[src/rtl/cpu_run_pkg.sv]
// Shared types and default constants for the CPU run controller.
// Imported by cpu_run_ctrl and anything that decodes its state.
package cpu_run_pkg;

  typedef enum logic [1:0] {
    IDLE,
    RST,
    RUN,
    DONE
  } run_state_t;

  localparam int unsigned RUN_RST_CYCLES = 2;
  localparam int unsigned RUN_CW         = 16;
  localparam int unsigned RUN_TIMEOUT    = 1000;

endpackage

[src/rtl/cpu_run_ctrl.sv]
// Run controller: holds the core in reset, releases it, then times
// the run until core_done or the watchdog ends it.
module cpu_run_ctrl
  import cpu_run_pkg::*;
#(
  parameter int unsigned RST_CYCLES = RUN_RST_CYCLES,
  parameter int unsigned CW         = RUN_CW,
  parameter int unsigned TIMEOUT    = RUN_TIMEOUT
) (
  input  logic          clk,
  input  logic          reset,
  input  logic          start,
  input  logic          abort,
  input  logic          core_done,
  output logic          core_reset,
  output logic          core_req,
  output logic          busy,
  output logic          finished,
  output logic          timeout,
  output logic [CW-1:0] cycles
);

  localparam int unsigned RW = $clog2(RST_CYCLES + 1);

  run_state_t    state_q, state_d;
  logic [RW-1:0] rcnt_q, rcnt_d;
  logic [CW-1:0] cyc_q, cyc_d;
  logic [CW-1:0] cyc_inc;
  logic          tmo_q, tmo_d;

  assign cyc_inc = cyc_q + CW'(1);

  always_ff @(posedge clk or posedge reset) begin
    if (reset) begin
      state_q <= IDLE;
      rcnt_q  <= '0;
      cyc_q   <= '0;
      tmo_q   <= 1'b0;
    end else begin
      state_q <= state_d;
      rcnt_q  <= rcnt_d;
      cyc_q   <= cyc_d;
      tmo_q   <= tmo_d;
    end
  end

  always_comb begin
    state_d = state_q;
    rcnt_d  = rcnt_q;
    cyc_d   = cyc_q;
    tmo_d   = tmo_q;
    unique case (state_q)
      IDLE: begin
        if (start) begin
          state_d = RST;
          rcnt_d  = RW'(RST_CYCLES - 1);
          cyc_d   = '0;
          tmo_d   = 1'b0;
        end
      end
      RST: begin
        if (abort) begin
          state_d = IDLE;
        end else if (rcnt_q == '0) begin
          state_d = RUN;
        end else begin
          rcnt_d = rcnt_q - RW'(1);
        end
      end
      RUN: begin
        // An aborted edge does not count as a run cycle.
        if (abort) begin
          state_d = IDLE;
        end else begin
          cyc_d = cyc_inc;
          if (core_done) begin
            state_d = DONE;
          end else if (cyc_inc == CW'(TIMEOUT)) begin
            state_d = DONE;
            tmo_d   = 1'b1;
          end
        end
      end
      DONE: begin
        state_d = IDLE;
      end
      default: begin
        state_d = IDLE;
      end
    endcase
  end

  assign core_reset = (state_q != RUN);
  assign core_req   = (state_q == RUN) && (cyc_q == '0);
  assign busy       = (state_q == RST) || (state_q == RUN);
  assign finished   = (state_q == DONE);
  assign timeout    = tmo_q;
  assign cycles     = cyc_q;

endmodule

[config.mk]
export PLATFORM = sky130hd
export DESIGN_NAME = cpu_run_ctrl
export DESIGN_NICKNAME = d
export VERILOG_FILES = /design/src/rtl/cpu_run_pkg.sv /design/src/rtl/cpu_run_ctrl.sv
export SDC_FILE = /design/constraint.sdc
export NUM_CORES = 1
export LEC_CHECK = 0
export CAP_MARGIN = 40
export CORE_MARGIN = 5
export CORE_UTILIZATION = 53
export DETAILED_ROUTE_END_ITERATION = 16
export PLACE_DENSITY = 0.79
export SKIP_LAST_GASP = 1
export SYNTH_ARGS = -nofsm -noshare
export SYNTH_HDL_FRONTEND = slang
export SYNTH_SLANG_ARGS = --single-unit
[constraint.sdc]
create_clock -name clk -period 2.6 [get_ports clk]
set_input_delay 0.52 -clock clk [delete_from_list [all_inputs] [get_ports clk]]
set_output_delay 0.52 -clock clk [all_outputs]
set_load 0.03 [all_outputs]
==> flow_metrics.py, run 1 <==
metrics = {
    "clock_network": {
        "cts-hold-fix-buffers": 0,
        "insertion_delay_ns": 0.31,
        "clk_pin_slew_worst_paths_ns": 0.13,
        "clock-sinks": 21,
        "postCtsSetupBuffers": 0,
        "htreeDepth": 1,
        "cts_tree": "built",
        "cts_buffer_depth": 2,
        "numCtsBuffers": 3,
        "root_buffer": "clkbuf_4",
    },
    "floorplanning": {
        "core_um2": 2980,
        "io_pins": 26,
        "rows": 20,
        "dieArea_um2": 4250,
        "chipHeight_um": 65.2,
        "die_w_um": 65.2,
        "start_util": 0.542,
    },
    "layout": {
        "final_area_um2": 1940,
        "syn2layout_area_growth_pct": 20.1,
        "fin_nets": 235,
        "final_cell_mix": "o21ai_0 (24), clkdlybuf4s50_1 (24), dfrtp_1 (20)",
        "diodes": 0,
        "drive_above_1_share": 0.118,
    },
    "job": {
        "drv_cap": 0,
    },
    "place": {
        "place_ws_ns": 0.223,
        "place_congestion": 0.948,
        "io_buffers": 25,
        "place_area_um2": 1910,
        "dp_hpwl_mm": 3.13,
    },
    "pwr": {
        "power_density_nw_per_um2": 581,
        "vdd.ir_drop.worst_uv": 415,
        "leakagePower_nw": 0.779,
    },
    "yosys": {
        "synth_warnings": 0,
        "yosys.area.top_type_share": 0.326,
        "synthArstFlopShare": 1.00,
        "synth-seq-cells": 21,
        "synthCells": 196,
        "synth_edf_count": 0,
        "yosys.area.top_type": "dfrtp_1",
        "syn_area_um2": 1610,
        "yosysSeqAreaShare": 0.326,
        "synth_ff_type": "dfrtp_1",
        "ys_types": 47,
        "avgSynthCellArea_um2": 8.23,
        "synthTopCellsByArea": "dfrtp_1 (33%), o21ai_0 (7.4%), ha_1 (6.2%)",
        "synth.net_count": 209,
    },
    "worst_setup_path": {
        "cp-startpoint": "state_q[0]$_DFFE_PP0P_",
        "cp.arrival_ns": 1.97,
        "cp_common_cell": "inv_1",
        "r2r_end": "state_q[1]$_DFFE_PP0P_",
        "start_kind": "flip-flop",
        "r2r-start": "cycles[2]$_DFFE_PP0P_",
        "cp_data_required_time_ns": 2.08,
        "slowest_stage": "clkdlybuf4s50_1",
        "end_kind": "primary output",
        "setup.worst_path.end": "core_reset",
        "cp_cell_sequence": "inv_1 > ha_1 > inv_1 > clkdlybuf4s50_1",
        "critPathMaxFanout": 5,
        "ff2ff_path_depth": 6,
        "slowest_delay_ns": 0.69,
        "critical_path_class": "flip-flop to primary output",
        "r2r_setup_slack_ns": 0.16,
    },
    "drt": {
        "dr.pass1.iters": 4,
        "drt_iter0_drc": 133,
        "viasPerCell": 6.25,
        "drc": 0,
        "wirelength_mm": 4.20,
        "avgRoutedWirePerCell_um": 16.5,
        "ant_nets": 0,
        "vias": 1588,
    },
    "timing": {
        "fin_crit_sh": 0.959,
        "max_freq_ghz": 0.401,
        "fin_worst_skew_ns": 0.00133,
        "hold_viol_final": 0,
        "period_needed_ns": 2.49,
        "setup_viol": 0,
        "slew_headroom": 0.630,
        "timing.final.ws_setup_ns": 0.106,
        "worst-slew-pin-transition_ns": 0.555,
        "rsz0062_at_grt": "false",
        "drv_slew": 0,
        "tns_ns": 0,
    },
    "outcome": {
        "status": "finished clean",
    },
    "grt": {
        "grt_pass1_wl_mm": 7.31,
        "grt_usage": 0.216,
        "grt_pass1_vias": 1553,
        "gr-total-overflow": 0,
        "grt_max_degree": 16,
        "antenna_found_initial": 0,
    },
    "hold_path": {
        "whs_path_depth": 1,
        "hp-class": "flip-flop to flip-flop",
    },
}
per-stage QoR:
stage	std cells	power [W]	hold WS [ns]	utilization
floorplan	196	0.000789	0.496	-
global placement	250	0.000938	0.469	0.642
detailed placement	250	0.000963	0.474	0.642
CTS	254	0.00113	0.503	0.651
global route	254	0.00120	0.522	0.651
finish	254	0.00113	0.501	0.651
routing by layer:
layer / vias to the layer above / global-route usage / part of all wire
li1: 770 / - / -
met1: 767 / 0.286 / 0.45
met2: 47 / 0.349 / 0.49
met3: 4 / 0.0393 / 0.050
met4: 0 / 0.0803 / 0.012
met5: - / 0 / 0
worst max-delay path, delay by kind of cell (launching register included):
family,cells,cell delay (ns)
flip-flops,1,0.46
buffers and inverters,3,0.93
adder cells (fa/ha/maj),1,0.27
cell type report:
cell class | instances | area (um2)
fill | 254 | 1040
multi-input combinational | 152 | 981
sequential | 21 | 527
timing repair buffer | 36 | 332
tap | 33 | 41.3
inverter | 8 | 30.0
clock buffer | 3 | 22.5
clock inverter | 1 | 5.00
timing repair:
item                       CTS  global route
hold endpoints to repair     0             0
gates resized for setup      1             0
setup endpoints to repair    1             0
cells in the mapped netlist, drive strengths merged (2+ instances only):
cell	count
nand2b	4
nand3	13
clkbuf	8
dfrtp	21
inv	8
or4	3
or3b	2
nor2b	5
a22oi	2
mux2i	2
o41ai	2
nand2	15
buf	7
xnor2	2
and2	2
o31ai	12
a21oi	6
o21ai	25
nor3	4
ha	8
nor2	14
nor4	4
nand4	6
a31oi	4
or3	2
how the worst min path moves through the flow:
stage / end / slack, ns / start
floorplan: cycles[0]$_DFFE_PP0P_ / 0.50 / reset
global placement: timeout$_DFFE_PP0P_ / 0.47 / timeout$_DFFE_PP0P_
detailed placement: timeout$_DFFE_PP0P_ / 0.47 / timeout$_DFFE_PP0P_
CTS: timeout$_DFFE_PP0P_ / 0.50 / timeout$_DFFE_PP0P_
global route: timeout$_DFFE_PP0P_ / 0.52 / timeout$_DFFE_PP0P_
finish: timeout$_DFFE_PP0P_ / 0.50 / timeout$_DFFE_PP0P_
sequential cells by signal (all words and copies together), names as in the netlist:
| register | cells |
|---|---|
| cycles | 16 |
| rcnt_q | 2 |
| state_q | 2 |
| timeout | 1 |
logic make-up after synthesis:
kind of cell / Yosys count / synth area share
AOI/OAI and AO/OA: 58 / 0.234
xor gates and xnor gates: 3 / 0.0163
adders and majority gates: 8 / 0.0620
buffers and inverters: 23 / 0.0667
DFF: 21 / 0.326
muxes: 3 / 0.0194
and+or+nand+nor: 80 / 0.276
power breakdown:
part / switching [W] / total (W) / internal [W] / leakage [nW]
registers: 0.0000312 / 0.000393 / 0.000362 / 0.284
clock network: 0.000108 / 0.000166 / 0.0000575 / 0.0177
logic: 0.000358 / 0.000567 / 0.000209 / 0.477
Power figures use the tool's default switching activity.
==> inputs of run 2 (changes only) <==
==> constraint.sdc (replaced) <==
create_clock -name clk -period 2.5 [get_ports clk]
set_input_delay 0.5 -clock clk [delete_from_list [all_inputs] [get_ports clk]]
set_output_delay 0.5 -clock clk [all_outputs]
set_load 0.03 [all_outputs]
==> flow_metrics.py, run 2 (synthesized netlist as in run 1, its figures left out) <==
metrics = {
    "outcome": {
        "status": "finished clean",
    },
    "layout": {
        "fin_util": 0.671,
        "diodes": 0,
        "syn2layout_area_growth_pct": 23.8,
        "fin_nets": 243,
        "drive_above_1_share": 0.157,
        "final_common_cell": "o21ai_0",
        "final_area_um2": 2000,
        "final_cell_mix": "o21ai_0 (24), clkdlybuf4s50_1 (23), dfrtp_1 (19), buf_4 (19)",
        "largest_reg_flops": 16,
    },
    "floorplanning": {
        "dieArea_um2": 4250,
        "die_w_um": 65.2,
        "core_um2": 2980,
        "start_util": 0.542,
        "rows": 20,
        "io_pins": 26,
        "chipHeight_um": 65.2,
    },
    "pwr": {
        "vdd.ir_drop.worst_uv": 604,
        "power_density_nw_per_um2": 586,
        "leakagePower_nw": 0.815,
        "finalPower_w": 0.00117,
    },
    "clock_network": {
        "clock-sinks": 21,
        "insertion_delay_ns": 0.31,
        "root_buffer": "clkbuf_4",
        "htreeDepth": 1,
        "postCtsSetupBuffers": 0,
        "cts_buffer_depth": 2,
        "cts_tree": "built",
        "numCtsBuffers": 3,
        "clk_pin_slew_worst_paths_ns": 0.12,
    },
    "timing": {
        "fin_crit_sh": 0.953,
        "worst-slew-pin-transition_ns": 0.571,
        "slew_headroom": 0.614,
        "period_needed_ns": 2.38,
        "max_freq_ghz": 0.420,
        "rsz0062_at_grt": "false",
        "timing.hold.ws_ns": 0.471,
        "fin_worst_skew_ns": 0.00411,
        "hold_viol_final": 0,
        "setup_viol": 0,
        "drv_slew": 0,
        "tns_ns": 0,
    },
    "worst_setup_path": {
        "cp.arrival_ns": 2.64,
        "start_kind": "flip-flop",
        "end_kind": "flip-flop",
        "critPathMaxFanout": 10,
        "critical_path_class": "flip-flop to flip-flop",
        "cp_data_required_time_ns": 2.76,
    },
    "grt": {
        "grt_pass1_wl_mm": 7.20,
        "gr-total-overflow": 0,
        "grt_usage": 0.213,
        "grt_max_degree": 16,
        "grt_pass1_vias": 1569,
        "antenna_found_initial": 0,
    },
    "drt": {
        "drc": 0,
        "wirelength_mm": 4.29,
        "viasPerCell": 6.26,
        "avgRoutedWirePerCell_um": 16.4,
        "ant_nets": 0,
        "vias": 1639,
        "drt_iter0_drc": 121,
        "dr.pass1.iters": 4,
    },
    "hold_path": {
        "hp-class": "primary input to asynchronous set/reset pin",
    },
    "place": {
        "dp_hpwl_mm": 3.32,
        "place_area_um2": 1970,
        "place_congestion": 0.992,
        "io_buffers": 25,
    },
    "job": {
        "drv_cap": 0,
    },
}
[run 2: power by group]
part           internal (W)  total (W)  switching (W)
logic              0.000220   0.000594       0.000374
registers          0.000377   0.000409      0.0000318
clock network     0.0000599   0.000168       0.000108
total              0.000657    0.00117       0.000514
[run 2: layout make-up]
type	instances	area [um2]
multi-input cells	152	981
well taps	33	41.3
inverters	8	30.0
clock buffers	3	22.5
clock inverters	1	5.00
fillers	248	980
flip-flops and latches	21	528
repair buffers	44	390
[run 2: worst max-delay path, stage by stage (launching register included)]
cell and delay [ns]:
dfrtp_1 0.53, nand2_1 0.21, or4_1 0.56, mux2_2 0.27
nand4_2 0.14, or4_1 0.53, nand3_1 0.10
[run 2: timing repair]
item | 4_1_cts | 5_1_grt
gates resized for setup | 1 | 4
endpoints found under the setup margin | 1 | 2
pin swaps | 0 | 0
hold buffers | 0 | 0
[run 2: final timing paths]
path	from	endpoint	slack, ns	cells after the start
min in group clk	timeout$_DFFE_PP0P_	timeout$_DFFE_PP0P_	0.50	1
max	cycles[8]$_DFFE_PP0P_	state_q[1]$_DFFE_PP0P_	0.12	6
min reg2reg	timeout$_DFFE_PP0P_	timeout$_DFFE_PP0P_	0.50	1
min	reset	cycles[2]$_DFFE_PP0P_	0.47	2
max in group asynchronous	reset	cycles[12]$_DFFE_PP0P_	1.52	3
max reg2reg	cycles[8]$_DFFE_PP0P_	state_q[1]$_DFFE_PP0P_	0.12	6
[run 2: per-stage QoR]
step / std cells / worst slack (ns)
after CTS: 262 / 0.0406
after global placement: 258 / 0.220
after detailed placement: 258 / 0.150
after floorplan: 196 / 0.0288
after global routing: 262 / 0.00799
final: 262 / 0.117
[run 2: layer usage]
| metal | track usage | routed length, um | part of all wire | vias up |
|---|---|---|---|---|
| li1 | - | - | - | 785 |
| met1 | 0.284 | 1890 | 0.44 | 779 |
| met2 | 0.353 | 2050 | 0.48 | 66 |
| met3 | 0.0308 | 252 | 0.059 | 9 |
| met4 | 0.0725 | 93 | 0.022 | 0 |
| met5 | 0 | 0 | 0 | - |
